## config.mk

```make
export PLATFORM = sky130hd
export DESIGN_NAME = imem_port_arbiter
export DESIGN_NICKNAME = d
export VERILOG_FILES = /design/src/rtl/imem_port_arbiter.sv
export SDC_FILE = /design/constraint.sdc
export NUM_CORES = 1
export LEC_CHECK = 0
export BUFFER_PORTS_ARGS = -buffer_cell sky130_fd_sc_hd__buf_2
export CORE_MARGIN = 4
export CORE_UTILIZATION = 25
export CTS_CLUSTER_SIZE = 16
export DETAILED_ROUTE_END_ITERATION = 8
export PLACE_DENSITY = 0.57
export SETUP_SLACK_MARGIN = 0.4
export SYNTH_ARGS = -nofsm -noshare
export SYNTH_HDL_FRONTEND = slang
export SYNTH_SLANG_ARGS = --single-unit
```

## constraint.sdc

```tcl
create_clock -name CLK -period 2.5 [get_ports CLK]
set_input_delay 0.5 -clock CLK [delete_from_list [all_inputs] [get_ports CLK]]
set_output_delay 0.5 -clock CLK [all_outputs]
set_load 0.03 [all_outputs]
```

## src/rtl/imem_port_arbiter.sv

```systemverilog
// Shares one instruction-memory port between IF-stage fetches and the loader.
// Optional conflict-cycle statistics counter enabled by `define ARB_STATS_EN.
module imem_port_arbiter #(
  parameter int WORD_LEN     = 32,
  parameter int MEM_LATENCY  = 2,
  parameter int MAX_LD_BURST = 4
) (
  input  logic                CLK,
  input  logic                RESET,
  input  logic                IF_REQ,
  input  logic [WORD_LEN-1:0] IF_ADDR,
  output logic [WORD_LEN-1:0] IF_RDATA,
  output logic                IF_VALID,
  output logic                IF_FREEZE,
  input  logic                LD_REQ,
  input  logic [WORD_LEN-1:0] LD_ADDR,
  input  logic [WORD_LEN-1:0] LD_WDATA,
  output logic                LD_ACK,
  output logic                MEM_EN,
  output logic                MEM_WE,
  output logic [WORD_LEN-1:0] MEM_ADDR,
  output logic [WORD_LEN-1:0] MEM_WDATA,
  input  logic [WORD_LEN-1:0] MEM_RDATA
`ifdef ARB_STATS_EN
  ,
  output logic [15:0]         STAT_CONFLICT
`endif
);

  localparam int CW = $clog2(MEM_LATENCY + 1);
  localparam int BW = $clog2(MAX_LD_BURST + 1);

  typedef enum logic {IDLE, BUSY} state_t;

  state_t        state;
  state_t        state_nxt;
  logic          owner_ld;
  logic [CW-1:0] cnt;
  logic [BW-1:0] burst;

  logic                any_req;
  logic                ld_win;
  logic                done;
  logic [WORD_LEN-1:0] grant_addr;
  logic                unused_addr_bits;

  assign any_req = IF_REQ | LD_REQ;
  assign ld_win  = LD_REQ &
                   (~IF_REQ | (burst < BW'(MAX_LD_BURST)));
  assign done    = (state == BUSY) && (cnt == CW'(1));

  assign unused_addr_bits = ^{IF_ADDR[1:0], LD_ADDR[1:0]};

  // State register
  always_ff @(posedge CLK or negedge RESET) begin
    if (!RESET) state <= IDLE;
    else        state <= state_nxt;
  end

  // Next-state logic
  always_comb begin
    state_nxt = state;
    unique case (state)
      IDLE:    if (any_req) state_nxt = BUSY;
      BUSY:    if (done)    state_nxt = IDLE;
      default: state_nxt = IDLE;
    endcase
  end

  // Output / grant decode
  always_comb begin
    IF_FREEZE  = IF_REQ & ~IF_VALID;
    grant_addr = ld_win ? LD_ADDR : IF_ADDR;
  end

  always_ff @(posedge CLK or negedge RESET) begin
    if (!RESET) begin
      MEM_EN    <= 1'b0;
      MEM_WE    <= 1'b0;
      MEM_ADDR  <= '0;
      MEM_WDATA <= '0;
      IF_RDATA  <= '0;
      IF_VALID  <= 1'b0;
      LD_ACK    <= 1'b0;
      owner_ld  <= 1'b0;
      cnt       <= '0;
      burst     <= '0;
    end else begin
      MEM_EN   <= 1'b0;
      IF_VALID <= 1'b0;
      LD_ACK   <= 1'b0;
      if (state == IDLE) begin
        if (any_req) begin
          MEM_EN   <= 1'b1;
          MEM_WE   <= ld_win;
          MEM_ADDR <= {grant_addr[WORD_LEN-1:2], 2'b00};
          if (ld_win) MEM_WDATA <= LD_WDATA;
          owner_ld <= ld_win;
          cnt      <= CW'(MEM_LATENCY);
        end
        // A loader win under IF pressure implies burst is below the cap
        if (!IF_REQ || !ld_win) burst <= '0;
        else                    burst <= burst + BW'(1);
      end else begin
        cnt <= cnt - CW'(1);
        if (done) begin
          if (owner_ld) begin
            LD_ACK <= 1'b1;
          end else begin
            IF_VALID <= 1'b1;
            IF_RDATA <= MEM_RDATA;
          end
        end
      end
    end
  end

`ifdef ARB_STATS_EN
  always_ff @(posedge CLK or negedge RESET) begin
    if (!RESET)
      STAT_CONFLICT <= '0;
    else if (IF_REQ && owner_ld && state == BUSY)
      STAT_CONFLICT <= STAT_CONFLICT + 16'd1;
  end
`endif

endmodule

```

; Word-level counts from Yosys, hierarchy flattened
; Index checks and enable logic that the tools add are counted.
[classes]
add_sub_neg = 2
mul = 0
div_mod_pow = 0
magnitude_cmp = 1
eq_ne = 1
n_shift = 0
mux = 14
n_bitwise = 8
reduce_logical = 8
[ops]
columns = cell, n
row1 = two-way mux 32 bit, 1
row2 = two-way mux 1 bit, 9
row3 = AND reduction 3 bit, 2
row4 = two-way mux 2 bit, 2
row5 = NOT 1 bit, 4
row6 = "adder 3 x 1 -> 3 bit, second input constant", 1
row7 = "less-than comparator 3 bit, second input constant", 1
row8 = two-way mux 3 bit, 1
row9 = AND 1 bit, 2
row10 = "equality test 2 x 1 -> 1 bit, second input constant", 1
row11 = zero test 1 bit, 2
row12 = OR 1 bit, 2
row13 = one-hot mux 1 bit (2 select lines), 1
row14 = AND reduction 2 bit, 1
row15 = nonzero test 2 bit, 1
row16 = "subtractor 2 x 1 -> 2 bit, second input constant", 1
row17 = logical AND 1 bit, 1
row18 = logical OR 1 bit, 1
[word_totals]
ff_bits = 104
latchBits = 0
mem_bits_rw = 0
romBits = 0
in_bits = 132
out_inout_bits = 101
wordCells = 44
memories = 0

; Depth between registers and ports, before layout
; Gate-level depths: netlist of run 1.
[depth]
depth_word = 6
ltp_mapped = 6
ltp_nobuf = 4

; Least setup slack after synthesis of run 1
; Ideal clock, no wire load.
[synth_path]
kind = input to output
from = input port IF_REQ
to = output port IF_FREEZE
arrival_time_ps = 1145
required_time_ps = 2000
setup_slack_ps = 855
cell_stages = 2
path_buffers = 1
path_cell_list = buf_2 -> nor2b_1
[synth_between]
elab_chain_len = 1
[synth_lines]
columns = item, line_no
row1 = from (decl), 10  ; input logic IF_REQ,
row2 = AND 1 bit, 72  ; IF_FREEZE = IF_REQ & ~IF_VALID;
row3 = to (decl), 14  ; output logic IF_FREEZE,
; No other way between the ends.

; Worst setup path after layout of run 1
[layout_path]
from = register burst[2]
to = register MEM_WDATA[18]
[layout_between]
elab_chain_len = 4
[layout_lines]
columns = item, line_no
row1 = from (decl), 39  ; logic [BW-1:0] burst;
row2 = from (signal assigned), 103  ; else burst <= burst + BW'(1);
row3 = less-than comparator 3 bit, 49  ; (~IF_REQ | (burst < BW'(MAX_LD_BURST)));
row4 = OR 1 bit, 49
row5 = AND 1 bit, 48  ; assign ld_win = LD_REQ &
row6 = AND reduction 3 bit (no source line), --
row7 = to (signal assigned), 81  ; MEM_WDATA <= '0;
row8 = to (signal assigned), 97  ; if (ld_win) MEM_WDATA <= LD_WDATA;
row9 = to (decl), 22  ; output logic [WORD_LEN-1:0] MEM_WDATA,
; No other way between the ends.
; A chain may end at the register's enable or synchronous reset.

==> flow_summary_export.csv, run 1 <==
group,metric,value,unit
status,outcome,"finished, final reports clean",
timing,worstMarginPinSlew,0.6330,ns
min_path,hp-class,"primary input to asynchronous set/reset pin",
timing,setup-tns-final,0,ns
cts,cts_buffers,9,
placement,dpl.cell_count,769,
cts,clk_latency,0.34,ns
timing,rsz0062_at_grt,"false",
pwr,power_density,1411,mW/mm^2
die,chipHeight,137.4,um
timing,drv_slew,0,
timing,fin_hold_ws,0.1839,ns
die,dieArea,0.01888,mm^2
placement,portBuffers,226,
routing,vias_per_cell,4.200,
die,die_w,137.4,um
grt,antenna_found_initial,0,
cts,clockRootBuffer,"clkbuf_16",
grt,gr-total-overflow,0,
worst_setup_path,required,2.72,ns
grt,grt_pass1_wl,16.33,mm
yosys,yosysTopAreaCell,"dfrtp_1",
worst_setup_path,cp.arrival,2.00,ns
worst_setup_path,path_max_fanout,32,
timing,fin_crit_sh,71.18,%
routing,drcViolationCount,0,
finish,finish.utilization,35.44,%
routing,drt_first_pass_iters,4,
die,coreArea,0.01652,mm^2
cts,cts_sinks,104,
die,start_util,25.34,%
routing,ant_nets,0,
finish,finalNonFillerCells,785,
timing,relSlewSlack,57.80,%
routing,wl,10.79,mm
cts,clockBufferDepth,2,
placement,place_ws,0.3867,ns
timing,setup_viol,0,
yosys,synth_seq_cells,104,
worst_setup_path,critical_path_class,"flip-flop to flip-flop",
timing,fmax,561.9,MHz
yosys,syn_area,0.004187,mm^2
yosys,synth.area.top_cells,"dfrtp_1, mux2_2, mux2_1",
die,row_count,47,
cts,clkTransAtPathRegs,0.07,ns
yosys,synth_cell_types,29,
timing,min_period,1.780,ns
pwr,p_leak,2.892,nW
grt,grt_usage,11.06,%
grt,grt_pass1_vias,3318,
finish,layout_common_cells,"buf_2, dfrtp_1, nand2_1",
cts,cts_tree,"yes",
timing,hold_viol_final,0,
finish,final_common_cell,"buf_2",
cts,post_cts_buffers,0,
routing,dr_total_vias,3297,
placement,gp_congestion,0.7549,
pwr,irDropWorstVdd,522.9,uV
yosys,yosysWarningCount,0,
yosys,synth_top_area_share,62.16,%
cts,cts_max_level,3,
yosys,syn_area_per_cell,12.35,um^2
routing,drtIter0Drc,88,
finish,nets,694,
placement,hpwl,8.135,mm
flow_run,cap_viol_max_count,0,
finish,fillers,1668,
worst_setup_path,critPathLaunchType,"flip-flop",
yosys,syn_inst,339,
timing,clock-skew-final,0.008390,ns
yosys,yosysSeqAreaShare,62.16,%
finish,syn_to_final_growth,39.90,%
die,boundaryPins,233,
timing,final.setup.worst_slack,0.7204,ns
worst_setup_path,cp-end-kind,"flip-flop",
routing,wl_per_cell,13.75,um
grt,grt_max_degree,63,
worst_setup_path,ff2ff_setup_slack,0.72,ns
finish,drive_gt1_share,50.62,%
finish,num_antenna_cells,0,
synth_stat cells:
cell / instances
mux2_1: 30
nor3_1: 1
buf_2: 11
buf_6: 3
mux2_2: 34
a22o_1: 1
and3_1: 1
o21ba_2: 1
buf_4: 2
mux2i_1: 1
a32o_1: 1
a31oi_1: 30
conb_1: 1
nor2_1: 31
dfrtp_1: 104
o22ai_1: 1
nand2_1: 62
a21oi_1: 2
a21bo_4: 1
nand4b_1: 1
nor2_8: 1
clkbuf_1: 7
ha_1: 2
a21boi_1: 1
inv_1: 4
o21ai_0: 1
nand3_2: 1
nor4_1: 1
nor2b_1: 2
critical path: stages (launching register included):
cell and delay (ns):
dfrtp_1 0.43, a21bo_4 0.38, nor2_8 0.28, buf_12 0.21
mux2_1 0.35
cell type report:
type / count / area [um^2] / share of cell area, %
sequential: 104 / 2603 / 44.43
multi-input combinational: 209 / 1454 / 24.82
timing repair buffer: 232 / 1204 / 20.55
tap: 220 / 275.3 / 4.700
clock buffer: 11 / 242.7 / 4.144
clock inverter: 5 / 63.81 / 1.090
inverter: 4 / 15.01 / 0.2564
metal layers:
| metal | part of all wire, % | track usage [%] | up-vias |
|---|---|---|---|
| met2 | 50 | 18.84 | 142 |
| met5 | 0 | 0 | - |
| met1 | 39 | 12.79 | 1559 |
| li1 | - | - | 1588 |
| met3 | 11 | 4.237 | 8 |
| met4 | 1.0 | 3.548 | 0 |
cell families (layout without fill, tap and decap cells):
| kind of cell | after synthesis | after routing | synth area share [%] |
|---|---|---|---|
| other | 1 | 2 | 0.08957 |
| and+or+nand+nor | 101 | 101 | 9.982 |
| AOI/OAI and AO/OA | 39 | 39 | 6.246 |
| buffers and inverters | 27 | 252 | 3.467 |
| adders and majority gates | 2 | 2 | 0.5976 |
| muxes | 65 | 65 | 17.45 |
| DFF | 104 | 104 | 62.16 |
per-stage QoR:
| step | instance area [um^2] | total power [mW] |
|---|---|---|
| after floorplan | 4190 | 5.654 |
| after global placement | 5543 | 6.840 |
| after detailed placement | 5543 | 6.939 |
| after CTS | 5857 | 8.416 |
| after global routing | 5857 | 8.803 |
| final | 5857 | 8.267 |
what timing repair did:
action,4_1_cts,5_1_grt
setup endpoints to repair,2,0
gates resized for setup,1,0
hold buffers,0,0
registers in the layout, summed over array words and instances, names as in the netlist:
name and count:
cnt 2, MEM_ADDR 30, burst 3, owner_ld 1
MEM_EN 1, LD_ACK 1, MEM_WDATA 32, IF_RDATA 32
state 1, IF_VALID 1
path summary, 6_finish.rpt:
path,from,to,cells past startpoint
setup / recovery,burst[2],MEM_WDATA[18],4
hold / removal,RESET,MEM_WDATA[31],1
setup reg to reg,burst[2],MEM_WDATA[18],4
hold reg to reg,MEM_WDATA[1],MEM_WDATA[1],1
max in group asynchronous,RESET,MEM_ADDR[16],2
min in group CLK,LD_WDATA[4],MEM_WDATA[4],2
power by group:
part / total [mW] / switching (mW) / internal (mW)
Sequential: 2.94 / 0.421 / 2.52
Clock: 1.43 / 0.617 / 0.812
Combinational: 3.90 / 2.59 / 1.31
Power figures use the tool's default switching activity.
==> run 2: changes to the inputs <==
- clock period: 2.5 -> 1.76 ns (I/O delays scaled with it)
==> flow_summary_export.csv, run 2 (synthesis results as in run 1) <==
group,metric,value,unit
worst_setup_path,cp-end-kind,"flip-flop",
min_path,hold_path_startpoint,"LD_WDATA[4]",
finish,num_antenna_cells,0,
finish,syn_to_final_growth,48.86,%
pwr,power_density,1959,mW/mm^2
grt,grt_pass1_wl,16.94,mm
die,chipHeight,137.4,um
min_path,whs_path_depth,2,
routing,wl_per_cell,14.26,um
placement,place_ws,0.2248,ns
placement,portBuffers,226,
die,row_count,47,
cts,clockRootBuffer,"clkbuf_16",
worst_setup_path,path_max_fanout,9,
routing,wl,11.47,mm
timing,setup-tns-final,0,ns
finish,top_regs,"IF_RDATA: 32 flops, MEM_WDATA: 32 flops, MEM_ADDR: 30 flops",
finish,drive_gt1_share,55.31,%
worst_setup_path,required,1.99,ns
timing,fin_crit_sh,82.12,%
worst_setup_path,r2r-start,"burst[2]",
worst_setup_path,critPathLaunchType,"flip-flop",
cts,clk_latency,0.34,ns
finish,layout_common_cells,"buf_2, dfrtp_1, nand2_1",
pwr,finalPower,12.21,mW
die,start_util,25.34,%
grt,grt_pass1_vias,3417,
grt,grt_usage,11.53,%
finish,final_common_cell,"buf_2",
cts,clockBufferDepth,2,
finish,nets,713,
timing,fmax,691.9,MHz
routing,ant_nets,0,
routing,drt_first_pass_iters,4,
die,dieArea,0.01888,mm^2
finish,fillers,1678,
die,die_w,137.4,um
placement,hpwl,7.945,mm
routing,drtIter0Drc,91,
cts,clkTransAtPathRegs,0.07,ns
grt,antenna_found_initial,1,
routing,drcViolationCount,0,
worst_setup_path,cp.arrival,1.67,ns
min_path,holdPathEnd,"MEM_WDATA[4]",
timing,setup_viol,0,
cts,cts_max_level,3,
worst_setup_path,rr_endpoint,"MEM_WDATA[23]",
cts,cts_sinks,104,
pwr,irDropWorstVdd,909.8,uV
cts,cts_buffers,9,
min_path,hp-class,"primary input to flip-flop",
worst_setup_path,critical_path_class,"flip-flop to flip-flop",
flow_run,cap_viol_max_count,0,
grt,grt_max_degree,51,
timing,hold_viol_final,0,
timing,final.setup.worst_slack,0.3146,ns
die,boundaryPins,233,
timing,fin_hold_ws,0.2221,ns
routing,dr_total_vias,3378,
timing,min_period,1.445,ns
pwr,p_leak,3.087,nW
cts,cts_tree,"yes",
placement,gp_congestion,0.6995,
status,outcome,"finished, final reports clean",
routing,vias_per_cell,4.201,
worst_setup_path,ff2ff_setup_slack,0.31,ns
grt,gr-total-overflow,0,
timing,clock-skew-final,0.008402,ns
timing,rsz0062_at_grt,"true",
timing,drv_slew,0,
die,coreArea,0.01652,mm^2
worst_setup_path,reg2regPathDepth,4,
-- run 2: changes by cell type in the layout (fill, tap and decap cells not counted), sizes merged --
cell | previous run | this run
buf | 232 | 248
bufinv | 1 | 0
clkbuf | 11 | 14
dlygate4sd3 | 0 | 1
-- run 2: cell type report --
| type | instances | area (um^2) | area share (%) |
|---|---|---|---|
| inverters | 4 | 15.01 | 0.2409 |
| multi-input cells | 209 | 1531 | 24.57 |
| clock inverters | 4 | 30.03 | 0.4818 |
| clock buffers | 12 | 246.5 | 3.955 |
| repair buffers | 251 | 1529 | 24.53 |
| well taps | 220 | 275.3 | 4.417 |
| flip-flops and latches | 104 | 2605 | 41.80 |
-- run 2: where the power goes --
part | switching [mW] | internal [mW]
combinational | 3.82 | 2.35
sequential | 0.592 | 3.58
clock | 0.867 | 1.00
-- run 2: per-layer routing --
| layer | vias up | wire length [um] | track usage (%) | part of all wire, % |
|---|---|---|---|---|
| li1 | 1637 | - | - | - |
| met1 | 1576 | 4848 | 13.68 | 42 |
| met2 | 149 | 5352 | 19.17 | 47 |
| met3 | 14 | 1109 | 4.565 | 9.7 |
| met4 | 2 | 144 | 3.603 | 1.3 |
| met5 | - | 13 | 0 | 0.11 |
-- run 2: critical path, stage by stage, from the launching register on --
cell,delay (ns)
dfrtp_1,0.39
a21bo_4,0.24
nor2_8,0.19
clkbuf_16,0.19
mux2_1,0.32
-- run 2: how the worst max path moves through the flow --
stage	from	to	slack, ns
after global routing	burst[2]	MEM_WDATA[15]	0.27
after detailed placement	LD_REQ	MEM_WDATA[9]	0.22
after CTS	cnt[1]	IF_RDATA[4]	0.31
after global placement	LD_REQ	MEM_WDATA[9]	0.26
after floorplan	IF_REQ	MEM_WDATA[0]	0.34
final	burst[2]	MEM_WDATA[23]	0.31
-- run 2: metrics by stage --
step / area (um^2) / util, % / instances
6_report: 6232 / 37.71 / 804
5_1_grt: 6232 / 37.71 / 804
4_1_cts: 6143 / 37.18 / 801
3_5_place_dp: 5652 / 34.20 / 773
3_3_place_gp: 5652 / 34.20 / 773
2_1_floorplan: 4224 / - / 340
-- run 2: what timing repair did --
item | CTS | global route
setup endpoints to repair | 95 | 92
hold buffers | 1 | 0
gates resized for setup | 12 | 11
pin swaps | 1 | 2
cloned | 4 | 2
setup buffers | 7 | 1
hold endpoints to repair | 8 | 0
==> run 3: changes to the inputs <==
- clock period: 1.76 -> 1.45 ns (I/O delays scaled with it)
==> flow_summary_export.csv, run 3 (synthesis results as in run 1) <==
group,metric,value,unit
status,outcome,"finished, final reports clean",
routing,dr_total_vias,3512,
cts,cts_sinks,104,
cts,clockRootBuffer,"clkbuf_16",
finish,drive_gt1_share,56.22,%
finish,nets,733,
grt,antenna_found_initial,1,
grt,grt_pass1_wl,18.37,mm
timing,clock-skew-final,0.007976,ns
worst_setup_path,cp-end-kind,"flip-flop",
die,coreArea,0.01652,mm^2
timing,fin_crit_sh,97.63,%
die,dieArea,0.01888,mm^2
placement,hpwl,8.829,mm
pwr,p_leak,3.452,nW
timing,drv_slew,0,
grt,met3_usage,4.821,%
flow_run,cap_viol_max_count,0,
placement,dpl.cell_count,780,
worst_setup_path,required,1.67,ns
pwr,power_density,2505,mW/mm^2
die,boundaryPins,233,
routing,drtIter0Drc,72,
routing,drt_first_pass_iters,4,
timing,hold_viol_final,0,
grt,grt_busiest_layer,"met2",
worst_setup_path,ff2ff_setup_slack,0.03,ns
grt,grt_usage,12.45,%
die,die_w,137.4,um
worst_setup_path,reg2regPathDepth,4,
worst_setup_path,crit_start,"burst[2]",
pwr,irDropWorstVdd,1062,uV
worst_setup_path,crit_slowest_cell,"dfrtp_1",
grt,gr-total-overflow,0,
finish,num_antenna_cells,0,
worst_setup_path,worstPathCellList,"a21bo_4, nor2_8, clkbuf_16, mux2_1",
routing,drcViolationCount,0,
placement,gp_congestion,0.7180,
cts,cts_buffers,9,
finish,final_common_cell,"buf_2",
routing,ant_nets,0,
timing,final.setup.worst_slack,0.03444,ns
routing,vias_per_cell,4.267,
die,row_count,47,
finish,finalNonFillerCells,823,
timing,fmax,706.4,MHz
cts,cts_max_level,3,
worst_setup_path,cp.arrival,1.64,ns
timing,setup-tns-final,0,ns
grt,grt_pass1_vias,3703,
placement,place_ws,0.0006706,ns
routing,wl,12.46,mm
cts,clockBufferDepth,2,
worst_setup_path,path_max_fanout,16,
grt,use_met2,21.15,%
timing,fin_hold_ws,0.1623,ns
worst_setup_path,critical_path_class,"flip-flop to flip-flop",
cts,clk_latency,0.34,ns
timing,setup_viol,0,
routing,wl_per_cell,15.14,um
worst_setup_path,rr_endpoint,"MEM_WDATA[8]",
cts,cts_tree,"yes",
worst_setup_path,r2r-start,"burst[2]",
worst_setup_path,endpoint,"MEM_WDATA[8]",
timing,rsz0062_at_grt,"true",
grt,grt_max_degree,35,
worst_setup_path,path_depth,4,
pwr,finalPower,17.65,mW
finish,layout_common_cells,"buf_2, dfrtp_1, buf_6",
min_path,whs_path_depth,2,
finish,top_regs,"IF_RDATA: 32 flops, MEM_WDATA: 32 flops, MEM_ADDR: 30 flops",
grt,use_met1,14.39,%
cts,clkTransAtPathRegs,0.07,ns
worst_setup_path,critPathLaunchType,"flip-flop",
min_path,hp-class,"primary input to flip-flop",
worst_setup_path,crit_buf_inv,1,
placement,portBuffers,226,
worst_setup_path,cpPeakStageDelay,0.39,ns
finish,syn_to_final_growth,68.32,%
worst_setup_path,crit_family,"flip-flops",
timing,min_period,1.416,ns
die,start_util,25.34,%
die,chipHeight,137.4,um
run 3: changes by cell type in the layout (fill, tap and decap cells not counted), sizes merged:
cell      previous run  this run
clkinv               2         1
clkbuf              14        12
bufbuf               0         1
bufinv               0         3
buf                248       267
clkinvlp             1         0
run 3: per-stage QoR:
step / util, % / cell area, um^2
global route: 42.64 / 7047
global placement: 34.56 / 5710
CTS: 41.33 / 6830
floorplan: - / 4282
detailed placement: 34.56 / 5710
finish: 42.64 / 7047
run 3: area by class of cell:
type	count	area, um^2
Fill cell	1563	9478
Sequential cell	104	2605
Timing Repair Buffer	271	2256
Multi-Input combinational cell	209	1563
Tap cell	220	275.3
Clock buffer	10	229.0
Clock inverter	5	103.9
Inverter	4	15.01
run 3: timing repair:
| action | 4_1_cts | 5_1_grt |
|---|---|---|
| endpoints found under the hold margin | 18 | 0 |
| cloned | 1 | 2 |
| setup buffers | 11 | 13 |
| hold buffers | 1 | 0 |
| endpoints found under the setup margin | 201 | 202 |
| pin swaps | 0 | 0 |
| resized for setup | 206 | 19 |
run 3: report_power, final:
group / total (mW) / switching [mW] / internal [mW]
logic: 9.47 / 4.74 / 4.73
clock network: 2.75 / 1.07 / 1.68
registers: 5.42 / 1.06 / 4.36
total: 17.7 / 6.87 / 10.8
run 3: worst min path at each step:
stage                               end  slack, ns    startpoint
after CTS                 MEM_WDATA[19]       0.14  LD_WDATA[19]
after global routing      MEM_WDATA[19]       0.15  LD_WDATA[19]
after detailed placement    IF_RDATA[8]       0.21         RESET
after floorplan             IF_RDATA[0]     -0.006         RESET
after global placement     IF_RDATA[12]       0.21         RESET
final                     MEM_WDATA[21]       0.16  LD_WDATA[21]
run 3: layer usage:
metal / vias to the layer above / wire length (um) / part of all wire [%]
met5: - / 13 / 0.10
met4: 2 / 148 / 1.2
met3: 14 / 1139 / 9.1
met2: 134 / 6289 / 50
met1: 1700 / 4869 / 39
li1: 1662 / - / -
